File: config.mk
export PLATFORM = sky130hd
export DESIGN_NAME = uart_tx_core_flat
export DESIGN_NICKNAME = d
export VERILOG_FILES = /design/src/rtl/uart_tx_core_if.sv /design/src/rtl/uart_tx_core.sv /design/src/flat_wrapper.sv
export SDC_FILE = /design/constraint.sdc
export NUM_CORES = 1
export LEC_CHECK = 0
export ABC_AREA = 0
export CORE_ASPECT_RATIO = 0.8
export CORE_UTILIZATION = 54
export CTS_CLUSTER_SIZE = 28
export DETAILED_ROUTE_END_ITERATION = 16
export GPL_ROUTABILITY_DRIVEN = 0
export GPL_TIMING_DRIVEN = 0
export PLACE_DENSITY_LB_ADDON = 0.15
export SYNTH_ARGS = -nofsm -noshare
export SYNTH_HDL_FRONTEND = slang
export SYNTH_SLANG_ARGS = --single-unit
File: constraint.sdc
create_clock -name clk -period 2.77 [get_ports clk]
set_clock_uncertainty 0.05 [all_clocks]
set_input_delay 0.554 -clock clk [delete_from_list [all_inputs] [get_ports clk]]
set_output_delay 0.554 -clock clk [all_outputs]
set_load 0.01 [all_outputs]
File: src/rtl/uart_tx_core_if.sv
// Producer-to-serializer handshake bundle for uart_tx_core.
// Data moves when tx_valid and tx_ready are both high at a rising clock edge.
interface uart_tx_core_if #(
  parameter int DATA_WIDTH = 8
);
  logic [DATA_WIDTH-1:0] tx_data;
  logic                  tx_valid;
  logic                  tx_ready;

  modport master (output tx_data, output tx_valid, input tx_ready);
  modport slave  (input tx_data, input tx_valid, output tx_ready);
endinterface

File: src/rtl/uart_tx_core.sv
// Parametrised UART serializer: start, DATA_WIDTH bits LSB first, optional parity, 1-2 stops.
// Define UART_TX_FIFO_EN to place a FIFO_DEPTH-entry holding FIFO in front of the serializer.
module uart_tx_core #(
  parameter int CLOCK_FREQ = 50000000,
  parameter int BAUD_RATE  = 115200,
  parameter int DATA_WIDTH = 8,
  parameter int PARITY     = 0,
  parameter int STOP_BITS  = 1,
  parameter int FIFO_DEPTH = 4
) (
  input  logic                        clk,
  input  logic                        rst,
  uart_tx_core_if.slave               bus,
  output logic                        tx_out,
  output logic                        tx_busy,
  output logic                        tx_done,
  output logic [$clog2(FIFO_DEPTH):0] fifo_level
);

  localparam int BAUD_DIV = (CLOCK_FREQ + BAUD_RATE / 2) / BAUD_RATE;
  localparam int CW       = (BAUD_DIV > 2) ? $clog2(BAUD_DIV) : 1;
  localparam int IW       = $clog2(DATA_WIDTH);

  if (BAUD_DIV < 2) begin : g_bad_baud
    $error("uart_tx_core: BAUD_DIV must be at least 2");
  end
  if (DATA_WIDTH < 5 || DATA_WIDTH > 9) begin : g_bad_width
    $error("uart_tx_core: DATA_WIDTH must be 5..9");
  end
  if (PARITY < 0 || PARITY > 2) begin : g_bad_parity
    $error("uart_tx_core: PARITY must be 0, 1 or 2");
  end
  if (STOP_BITS < 1 || STOP_BITS > 2) begin : g_bad_stop
    $error("uart_tx_core: STOP_BITS must be 1 or 2");
  end

  typedef enum logic [2:0] {S_IDLE, S_START, S_DATA, S_PARITY, S_STOP} state_t;

  state_t                state, state_nxt;
  logic [CW-1:0]         baud_cnt, cnt_nxt;
  logic [IW-1:0]         bit_idx, bit_nxt;
  logic                  stop_idx, stop_nxt;
  logic [DATA_WIDTH-1:0] shreg, shreg_nxt;
  logic                  par_bit, par_nxt;
  logic                  txo_nxt;

  logic                  bit_end, last_stop, load_point, load, avail;
  logic [DATA_WIDTH-1:0] head;

  assign bit_end    = (baud_cnt == CW'(BAUD_DIV - 1));
  assign last_stop  = (state == S_STOP) && bit_end && (stop_idx == 1'(STOP_BITS - 1));
  // A new frame may be loaded from idle or on the very last stop cycle (gap-free chaining).
  assign load_point = (state == S_IDLE) || last_stop;
  assign load       = load_point && avail;

  assign tx_busy = (state != S_IDLE);
  assign tx_done = last_stop;

`ifdef UART_TX_FIFO_EN
  localparam int PW = (FIFO_DEPTH > 2) ? $clog2(FIFO_DEPTH) : 1;
  localparam int LW = $clog2(FIFO_DEPTH) + 1;

  logic [DATA_WIDTH-1:0] mem [FIFO_DEPTH];
  logic [PW-1:0]         wptr, rptr;
  logic [LW-1:0]         level;
  logic                  full, push, pop;

  assign full         = (level == LW'(FIFO_DEPTH));
  assign bus.tx_ready = !rst && !full;
  assign push         = bus.tx_valid && bus.tx_ready;
  assign pop          = load;
  assign avail        = (level != '0);
  assign head         = mem[rptr];
  assign fifo_level   = level;

  always_ff @(posedge clk) begin
    if (push) mem[wptr] <= bus.tx_data;
  end

  // Power-of-two depth lets the pointers wrap by plain overflow.
  always_ff @(posedge clk or posedge rst) begin
    if (rst) begin
      wptr  <= '0;
      rptr  <= '0;
      level <= '0;
    end else begin
      if (push) wptr <= wptr + 1'b1;
      if (pop)  rptr <= rptr + 1'b1;
      case ({push, pop})
        2'b10:   level <= level + 1'b1;
        2'b01:   level <= level - 1'b1;
        default: level <= level;
      endcase
    end
  end
`else
  assign bus.tx_ready = !rst && load_point;
  assign avail        = bus.tx_valid;
  assign head         = bus.tx_data;
  assign fifo_level   = '0;
`endif

  always_ff @(posedge clk or posedge rst) begin
    if (rst) begin
      state    <= S_IDLE;
      baud_cnt <= '0;
      bit_idx  <= '0;
      stop_idx <= 1'b0;
      shreg    <= '0;
      par_bit  <= 1'b0;
      tx_out   <= 1'b1;
    end else begin
      state    <= state_nxt;
      baud_cnt <= cnt_nxt;
      bit_idx  <= bit_nxt;
      stop_idx <= stop_nxt;
      shreg    <= shreg_nxt;
      par_bit  <= par_nxt;
      tx_out   <= txo_nxt;
    end
  end

  // tx_out is computed one cycle ahead so the line comes straight from a flop.
  always_comb begin
    state_nxt = state;
    cnt_nxt   = '0;
    bit_nxt   = bit_idx;
    stop_nxt  = stop_idx;
    shreg_nxt = shreg;
    par_nxt   = par_bit;
    txo_nxt   = tx_out;
    if (state != S_IDLE) cnt_nxt = bit_end ? '0 : baud_cnt + 1'b1;
    case (state)
      S_IDLE: txo_nxt = 1'b1;
      S_START: begin
        if (bit_end) begin
          state_nxt = S_DATA;
          bit_nxt   = '0;
          txo_nxt   = shreg[0];
        end
      end
      S_DATA: begin
        if (bit_end) begin
          if (bit_idx == IW'(DATA_WIDTH - 1)) begin
            if (PARITY != 0) begin
              state_nxt = S_PARITY;
              txo_nxt   = par_bit;
            end else begin
              state_nxt = S_STOP;
              stop_nxt  = 1'b0;
              txo_nxt   = 1'b1;
            end
          end else begin
            bit_nxt   = bit_idx + 1'b1;
            shreg_nxt = shreg >> 1;
            txo_nxt   = shreg[1];
          end
        end
      end
      S_PARITY: begin
        if (bit_end) begin
          state_nxt = S_STOP;
          stop_nxt  = 1'b0;
          txo_nxt   = 1'b1;
        end
      end
      S_STOP: begin
        if (last_stop) state_nxt = S_IDLE;
        else if (bit_end) stop_nxt = stop_idx + 1'b1;
      end
      default: begin
        state_nxt = S_IDLE;
        txo_nxt   = 1'b1;
      end
    endcase
    if (load) begin
      state_nxt = S_START;
      cnt_nxt   = '0;
      shreg_nxt = head;
      par_nxt   = (^head) ^ (PARITY == 1);
      txo_nxt   = 1'b0;
    end
  end

endmodule

File: src/flat_wrapper.sv
// flat-port wrapper written by rule: the top's interface ports become plain ports
module uart_tx_core_flat 
#(
  parameter int CLOCK_FREQ = 50000000,
  parameter int BAUD_RATE  = 115200,
  parameter int DATA_WIDTH = 8,
  parameter int PARITY     = 0,
  parameter int STOP_BITS  = 1,
  parameter int FIFO_DEPTH = 4
)
  (clk, rst, tx_out, tx_busy, tx_done, fifo_level, bus_tx_data, bus_tx_valid, bus_tx_ready);
  uart_tx_core_if #(.DATA_WIDTH(DATA_WIDTH)) bus_i ();
  input  logic clk;
  input  logic rst;
  output logic tx_out;
  output logic tx_busy;
  output logic tx_done;
  output logic [$clog2(FIFO_DEPTH):0] fifo_level;
  input wire logic [$bits(bus_i.tx_data)-1:0] bus_tx_data;
  input wire logic [$bits(bus_i.tx_valid)-1:0] bus_tx_valid;
  output wire logic [$bits(bus_i.tx_ready)-1:0] bus_tx_ready;
  assign bus_i.tx_data = bus_tx_data;
  assign bus_i.tx_valid = bus_tx_valid;
  assign bus_tx_ready = bus_i.tx_ready;
  uart_tx_core #(.CLOCK_FREQ(CLOCK_FREQ), .BAUD_RATE(BAUD_RATE), .DATA_WIDTH(DATA_WIDTH), .PARITY(PARITY), .STOP_BITS(STOP_BITS), .FIFO_DEPTH(FIFO_DEPTH)) u_core (.clk(clk), .rst(rst), .bus(bus_i), .tx_out(tx_out), .tx_busy(tx_busy), .tx_done(tx_done), .fifo_level(fifo_level));
endmodule
==> Word-level counts from Yosys, hierarchy flattened <==
Index checks and enable logic that the tools add are counted.
{ "totals": {"memories": 0, "latch_bits": 0, "ramBits": 0, "inputBits": 11, "rom_bits": 0, "ff_bits": 25} }
{ "op_classes": {"muxes": 30, "mul": 0, "reduce_logical": 17, "n_bitwise": 1, "n_shift": 0, "n_lt_le_gt_ge": 0, "n_eq_ne": 21, "div_mod_pow": 0, "addsub": 3} }
{ "ops": {"columns": ["cell", "count"], "rows": [
  ["$mux 8", 4],
  ["$mux 3", 9],
  ["$mux 9", 3],
  ["$ne 2x1->1 const B", 8],
  ["$ne 3x1->1 const B", 5],
  ["$pmux 3 s5", 1],
  ["$reduce_and 6->1", 2],
  ["$mux 1", 10],
  ["$add 9x1->9 const B", 1],
  ["$eq 9x9->1 const B", 1],
  ["$reduce_and 4->1", 2],
  ["$eq 3x2->1 const B", 2],
  ["$eq 3x3->1 const B", 2],
  ["$pmux 3 s2", 1],
  ["$reduce_bool 2->1", 3],
  ["$reduce_bool 3->1", 2],
  ["$logic_and 1x1->1", 4],
  ["$ne 2x2->1 const B", 2],
  ["$pmux 1 s4", 1],
  ["$add 3x1->3 const B", 1],
  ["$eq 3x1->1 const B", 1],
  ["$logic_not 3->1", 1],
  ["$pmux 1 s3", 1],
  ["$reduce_and 3->1", 1],
  ["4 further kinds", 4]
]} }

==> Logic depth before layout (Yosys ltp) <==
Gate-level depths: netlist of the first run.
{ "logic_depth": {"ltp_word": 7, "depth_mapped": 7} }

==> Worst setup path after synthesis of the first run <==
No wires, ideal clock.
{ "synth_timing": {"path_kind": "flip-flop to flip-flop", "from": "register u_core.bit_idx[0]", "to": "register u_core.shreg[0]", "stages_incl_launch_ff": 8, "arrival_ps": 1893, "required_ps": 2595, "setup_slack_ps": 702, "period_less_slack_ps": 2068, "cell_sequence": "dfrtp_1 > ha_1 > ha_1 > nor3b_1 > and4_4 > buf_6 > mux2_4 > mux2_4"} }
{ "synth_via": {"elab_chain_cells": 3} }
{ "synth_lines": {"columns": ["element", "line_no", "rtl"], "rows": [
  ["start, declared", "uart_tx_core.sv:41", "logic [IW-1:0] bit_idx, bit_nxt;"],
  ["start signal, assigned", "uart_tx_core.sv:115", "bit_idx <= bit_nxt;"],
  ["$eq 3x3->1", "uart_tx_core.sv:144", "if (bit_idx == IW'(DATA_WIDTH - 1)) begin"],
  ["$ne 2x1->1 (no line)", null, null],
  ["$reduce_and 3->1 (no line)", null, null],
  ["end signal, assigned", "uart_tx_core.sv:117", "shreg <= shreg_nxt;"],
  ["end, declared", "uart_tx_core.sv:43", "logic [DATA_WIDTH-1:0] shreg, shreg_nxt;"]
]} }
No other way between the ends.
A chain may end at the register's enable or synchronous reset.

==> Worst setup path after layout of the first run <==
{ "layout_timing": {"from": "register u_core.baud_cnt[0]", "to": "output bus_tx_ready"} }
{ "layout_via": {"elab_chain_cells": 5} }
{ "layout_lines": {"columns": ["element", "line_no", "rtl"], "rows": [
  ["start, declared", "uart_tx_core.sv:40", "logic [CW-1:0] baud_cnt, cnt_nxt;"],
  ["start signal, assigned", "uart_tx_core.sv:114", "baud_cnt <= cnt_nxt;"],
  ["$eq 9x9->1", "uart_tx_core.sv:50", "assign bit_end = (baud_cnt == CW'(BAUD_DIV - 1));"],
  ["$logic_and 1x1->1 (2 in a row)", "uart_tx_core.sv:51", "assign last_stop = (state == S_STOP) && bit_end && (stop_idx == 1'(STOP_BITS - 1));"],
  ["$logic_or 1x1->1", "uart_tx_core.sv:53", "assign load_point = (state == S_IDLE) || last_stop;"],
  ["$logic_and 1x1->1", "uart_tx_core.sv:97", "assign bus.tx_ready = !rst && load_point;"],
  ["end, declared", "flat_wrapper.sv:21", "output wire logic [$bits(bus_i.tx_ready)-1:0] bus_tx_ready;"]
]} }
No other way between the ends.

==> run metrics, run 1 <==
status completed; worst setup path end bus_tx_ready; startpoint of the worst register-to-register path u_core.bit_idx[0]$_DFFE_PP0P_; unrepaired setup endpoints after global routing no; ANT nets after route 0; Worst EP arrival 1.83 ns; max-slew violation count 0; initial drt markers 34; Post-synth EDFFs 0; Detail Route met2 WL 1250 microns; Clk Latency, worst-skew pair 0.32 ns; uppermost signal routing layer after detailed routing met4; switching share of power 0.224; minimum clock period after layout 2.44 ns; relative slew slack 0.600; Bufs and invs on worst path 1; Design Area, Final 1680 sq um; biggest area consumer among synthesized cells dfrtp_1; max incr delay on CP 0.45 ns; cell area reported after detailed placement 1550 sq um; via count of the first global-routing pass 920; number of antenna violations at the first check in global routing 0; global-route wire length before repair 3970 microns; number of maximum-capacitance constraint violations 0; Hold Path Origin u_core.bit_idx[1]$_DFFE_PP0P_; DIE WIDTH 58.1 microns; worst slew pin tran 0.597 ns; worst reg-to-reg path cell count 7; cell family contributing the most delay on the critical path flip-flops; startpoint type of the worst setup path register; area delta synth->final 23.8%; row count 15; clock-pin slew reported for the worst setup and hold paths after clock tree synthesis 0.14 ns; CTS sink cnt 25; fraction of registers with async set/reset 1.00; reg-to-reg slack, setup 0.55 ns; Net Sw Power 0.128 mW; sequential share of the synthesized area 0.461; wire length on met3 140 microns; netlist area before placement 1360 sq um; leading register cell type out of synthesis dfrtp_1; data required time at the worst endpoint 2.17 ns; CTS Buf Count 3; GRT Residual Overflow 0; post-DP HPWL 1690 microns; DRC errors left 0; number of optimization iterations in the first detailed-route pass 4; final cycle utilization of the critical path 0.880; endpoints failing hold 0; initial core utilization 0.598; final setup violating endpoints 0; Die ar. 2720 sq um; number of storage elements in the synthesis netlist 25; Critical Path Slowest Stage Cell dfrtp_1; hold-fix buffer count after cts 0; destination of the worst register-to-register timing path u_core.shreg[5]$_DFFE_PP0P_; Nets 167; Worst Setup End Kind output pin; # fillers 162; Post-Route WL 2560 microns; final instance count without filler cells 185; internal portion of total power 0.444 mW; mean cell area of the mapped netlist 11.5 sq um; combinational share of power 0.068; height of the chip 46.9 microns; I/O pin count 18; Routed WL per cell 13.8 microns; Pleak 0.829 nW; category of the most critical setup path reg -> out; crit path cell chain ha_1, and4b_4, a31o_2, and3_1, dlymetal6s2s_1; count of port buffers added during placement 14; peak clock frequency supported by timing 0.410 GHz; footprint of the multi-input gates 676 sq um; count of distinct cell types in the synthesized netlist 34; power per unit of standard cell area 340 nW/um^2; Seq pwr share 0.639; warnings from Yosys 0; share of total power in the clock network 0.293; Core Area 2270 sq um; fraction of post-synthesis cell area in the top cell type by area 0.442; maximum number of buffers from clock root to sink 2; routed vias/inst 5.35; count of H-tree levels built during CTS 1; start point of the critical path u_core.baud_cnt[0]$_DFF_PP0_; type of the worst min-delay path reg -> reg; placed insts 168; maximum resistive drop on vdd 0.275 mV; Critical Path Stages 5; maximum number of pins on one net before global-route repair 15; instance count of the mapped netlist 118; cell types occupying the most area after synthesis dfrtp_1 44%, mux2_4 13%, nor2_1 4.1%; peak fanout along the critical path 5; clock tree from TritonCTS built; register cell area after layout 627 sq um; clock tree root buffer cell clkbuf_4; total number of vias 990; share of final-layout standard cells stronger than drive strength 1 0.311; wire length on met1 1140 microns; Ant. Diodes 0; GRT Util Overall 0.201
## cells in the final DEF (no fill, tap or decap), drive strengths merged, types with 4 or more instances in the layout
master and count:
inv 5, ha 4, clkdlybuf4s50 12, nand3 5, nand2 6, nor2 15
mux2 16, buf 18, dfrtp 24, xnor2 5
## power by group through the flow
stage	Combinational, mW	Clock [mW]	Sequential [mW]
5_1_grt	0.0424	0.181	0.365
6_report	0.0390	0.167	0.365
2_1_floorplan	0.0108	0	0.372
4_1_cts	0.0288	0.173	0.365
3_5_place_dp	0.0270	0	0.372
3_3_place_gp	0.0268	0	0.372
## routing by layer
layer / up-vias / track usage
met1: 478 / 0.240
met4: 0 / 0.0952
met2: 31 / 0.338
met3: 7 / 0.0689
met5: - / 0
li1: 474 / -
## Yosys cell counts, types with 2 or more instances
master and count:
ha_1 4, nor2_1 15, mux2_2 4, buf_2 2
mux2_4 12, xor2_1 2, nand2_1 6, nand3_1 4
xnor2_1 5, nor3b_1 2, and3_1 2, nor3_1 3
dfrtp_1 24, o31ai_1 2, a22o_1 3, inv_1 6
buf_4 3, a21oi_1 3
## cell families after synthesis
kind of cell,synth area share
other cells,0.00276
fa+ha+maj,0.0368
compound gates,0.0783
flops,0.461
xor+xnor,0.0451
mux,0.166
buf+inv,0.0488
simple gates,0.161
## metrics by stage
stage                     worst slack (ns)  total power, mW  hold slack [ns]   util  TNS, ns
after CTS                           0.0132            0.567            0.480  0.699        0
after floorplan                      0.702            0.383            0.420      -        0
final                                0.332            0.571            0.478  0.741        0
after global routing                 0.249            0.588            0.497  0.741        0
after detailed placement            -0.330            0.399            0.439  0.682   -0.330
after global placement              -0.341            0.399            0.437  0.682   -0.341
## sequential cells by signal (all words and copies together), names as in the netlist
name and cells:
u_core.state 3, u_core.baud_cnt 9, u_core.bit_idx 3, u_core.tx_out 1
u_core.shreg 8, u_core.stop_idx 1
## worst min-delay path by stage
stage | cells past startpoint | end | slack (ns)
floorplan | 1 | u_core.bit_idx[1]$_DFFE_PP0P_ | 0.42
global placement | 1 | u_core.bit_idx[1]$_DFFE_PP0P_ | 0.44
detailed placement | 1 | u_core.bit_idx[1]$_DFFE_PP0P_ | 0.44
CTS | 1 | u_core.bit_idx[1]$_DFFE_PP0P_ | 0.48
global route | 1 | u_core.bit_idx[1]$_DFFE_PP0P_ | 0.50
finish | 1 | u_core.bit_idx[1]$_DFFE_PP0P_ | 0.48
## cell type report
cell class                      count  share of cell area
Buffer                              6              0.0260
Clock buffer                        3              0.0134
Clock inverter                      1             0.00297
Inverter                            6              0.0156
Multi-Input combinational cell     83               0.401
Sequential cell                    25               0.372
Tap cell                           34              0.0253
Timing Repair Buffer               26               0.140
Timing Repair inverter              1             0.00297
## repair_timing
| item | 4_1_cts | 5_1_grt |
|---|---|---|
| gates cloned | 1 | 0 |
| setup buffers | 0 | 12 |
| setup endpoints to repair | 2 | 2 |
| gates resized for setup | 2 | 2 |
No activity file was read; power rests on OpenSTA's default activity.
==> run 2, diff against run 1 <==
Settings changed: TNS_END_PERCENT from default to 5.
Clock period 2.77 ns to 2.5 ns, I/O delays scaled along.
==> run 2 against run 1 <==
Compared with the run above:
- die area unchanged
- final area down 3.9%
- sequential cell count unchanged
- worst hold slack improved by 0.0019 ns
- wire length fell by 1.9%
- critical path depth is the same
- largest cell class unchanged
==> run metrics, run 2 (synthesized netlist as in run 1, its figures left out) <==
peak clock frequency supported by timing 0.413 GHz; type of the worst min-delay path reg -> reg (unchanged); clock tree from TritonCTS built (unchanged); top register by number of flip-flops u_core.baud_cnt (unchanged); commonest non-fill, non-tap cell in the layout dfrtp_1 (unchanged); GRT Residual Overflow 0 (unchanged); Ant. Diodes 0 (unchanged); Core Area 2270 sq um (unchanged); worst hold-check slack 0.480 ns (was 0.478 ns); # fillers 167 (was 162); Worst Setup End Kind output pin (unchanged); global-route wire length before repair 4140 microns (was 3970 microns); number of optimization iterations in the first detailed-route pass 4 (unchanged); Overall Power 0.622 mW (was 0.571 mW); count of port buffers added during placement 14 (unchanged); count of H-tree levels built during CTS 1 (unchanged); final setup violating endpoints 0 (unchanged); area delta synth->final 19.0% (was 23.8%); CTS sink cnt 25 (unchanged); initial core utilization 0.598 (unchanged); post-DP HPWL 1690 microns (unchanged); I/O pin count 18 (unchanged); Critical Path Slowest Stage Cell dfrtp_1 (unchanged); clock-pin slew reported for the worst setup and hold paths after clock tree synthesis 0.14 ns (about the same); Largest regs u_core.baud_cnt: 9 flops, u_core.shreg: 8 flops (unchanged); worst slew pin tran 0.596 ns (was 0.597 ns); Nets 158 (was 167); Worst EP arrival 1.87 ns (was 1.83 ns); total number of vias 952 (was 990); worst path setup slack after routing 0.0804 ns (was 0.332 ns); row count 15 (unchanged); maximum resistive drop on vdd 0.297 mV (was 0.275 mV); ANT nets after route 0 (unchanged); crit path cell chain ha_1, and4b_4, a31o_4, and3_1, dlygate4sd2_1 (was ha_1, and4b_4, a31o_2, and3_1, dlymetal6s2s_1); category of the most critical setup path reg -> out (unchanged); max incr delay on CP 0.42 ns (was 0.45 ns); DIE WIDTH 58.1 microns (unchanged); startpoint type of the worst setup path register (unchanged); peak fanout along the critical path 5 (unchanged); routed vias/inst 5.41 (was 5.35); height of the chip 46.9 microns (unchanged); Final TNS setup 0 ns (unchanged); via count of the first global-routing pass 949 (was 920); Pleak 0.761 nW (was 0.829 nW); cell family contributing the most delay on the critical path flip-flops (unchanged); unrepaired setup endpoints after global routing no (unchanged); CTS Buf Count 3 (unchanged); wire length on met1 1160 microns (was 1140 microns); initial drt markers 22 (was 34); worst-case setup slack after placement -0.492 ns (was -0.330 ns); final cycle utilization of the critical path 0.968; maximum number of buffers from clock root to sink 2 (unchanged); GRT Util Overall 0.210 (was 0.201); fraction of the core area covered by cells at the end of the flow 0.712 (was 0.741); wire length on met3 149 microns (was 140 microns); power per unit of standard cell area 385 nW/um^2 (was 340 nW/um^2); max-slew violation count 0 (unchanged); highest-count cells in the layout ignoring fill and taps 24 x dfrtp_1, 14 x nor2_1, 12 x mux2_4, 12 x clkdlybuf4s50_1 (was 24 x dfrtp_1, 15 x buf_4, 14 x nor2_1, 12 x mux2_4, 12 x clkdlybuf4s50_1); DRC errors left 0 (unchanged); clock tree root buffer cell clkbuf_4 (unchanged); endpoints failing hold 0 (unchanged); minimum clock period after layout 2.42 ns; data required time at the worst endpoint 1.95 ns (was 2.17 ns); Detail Route met2 WL 1180 microns (was 1250 microns); Routed WL per cell 14.3 microns (was 13.8 microns); number of maximum-capacitance constraint violations 0 (unchanged); number of antenna violations at the first check in global routing 0 (unchanged); Largest register FFs 9 (unchanged); uppermost signal routing layer after detailed routing met4 (unchanged); relative slew slack 0.600 (about the same); maximum number of pins on one net before global-route repair 15 (unchanged); Die ar. 2720 sq um (unchanged); Clk Latency, worst-skew pair 0.32 ns (about the same); share of final-layout standard cells stronger than drive strength 1 0.268 (was 0.311); Bufs and invs on worst path 1 (unchanged); Post-Route WL 2510 microns (was 2560 microns); status completed (unchanged)
-- run 2: cell type report --
type                            instances  area, sq um  area share
Multi-Input combinational cell         83          684       0.423
Timing Repair Buffer                   17          160      0.0991
Buffer                                  6         43.8      0.0271
Sequential cell                        25          627       0.388
Clock inverter                          1         5.00     0.00310
Inverter                                6         26.3      0.0163
Clock buffer                            3         22.5      0.0139
Timing Repair inverter                  1         5.00     0.00310
Tap cell                               34         42.5      0.0263
-- run 2: worst paths after layout --
check                                               from                             to  slack, ns  cells after the start
min                        u_core.bit_idx[1]$_DFFE_PP0P_  u_core.bit_idx[1]$_DFFE_PP0P_       0.48                      1
max                         u_core.baud_cnt[0]$_DFF_PP0_                   bus_tx_ready       0.08                      5
max in group asynchronous                            rst    u_core.shreg[0]$_DFFE_PP0P_       1.52                      2
max reg2reg                u_core.bit_idx[0]$_DFFE_PP0P_    u_core.shreg[1]$_DFFE_PP0P_       0.30                      7
min reg2reg                u_core.bit_idx[1]$_DFFE_PP0P_  u_core.bit_idx[1]$_DFFE_PP0P_       0.48                      1
min in group asynchronous                            rst   u_core.baud_cnt[3]$_DFF_PP0_       0.57                      2
-- run 2: metal layers --
metal | track usage | vias up
met5 | 0 | -
met4 | 0.100 | 0
met3 | 0.0689 | 5
met2 | 0.354 | 36
met1 | 0.252 | 458
li1 | - | 453
-- run 2: repair_timing --
item | CTS | global route
setup buffers | 3 | 0
endpoints found under the setup margin | 3 | 0
hold buffers | 0 | 0
resized for setup | 5 | 0
-- run 2: worst register-to-register path, delay by kind of cell, from the launching register on --
kind	cells	cell delay (ns)
fa+ha+maj	2	0.39
flops	1	0.41
mux	2	0.56
buf+inv	1	0.17
simple gates	2	0.52
-- run 2: stage by stage --
step	cell area (sq um)	instances
final	1620	176
after global routing	1620	176
after CTS	1620	176
after detailed placement	1550	168
after global placement	1550	168
after floorplan	1370	120
-- run 2: power by group --
group | switching, mW | internal (mW) | leakage (nW)
registers | 0 | 0.404 | 0.326
logic | 0.0144 | 0.0184 | 0.417
clock network | 0.124 | 0.0601 | 0.0177
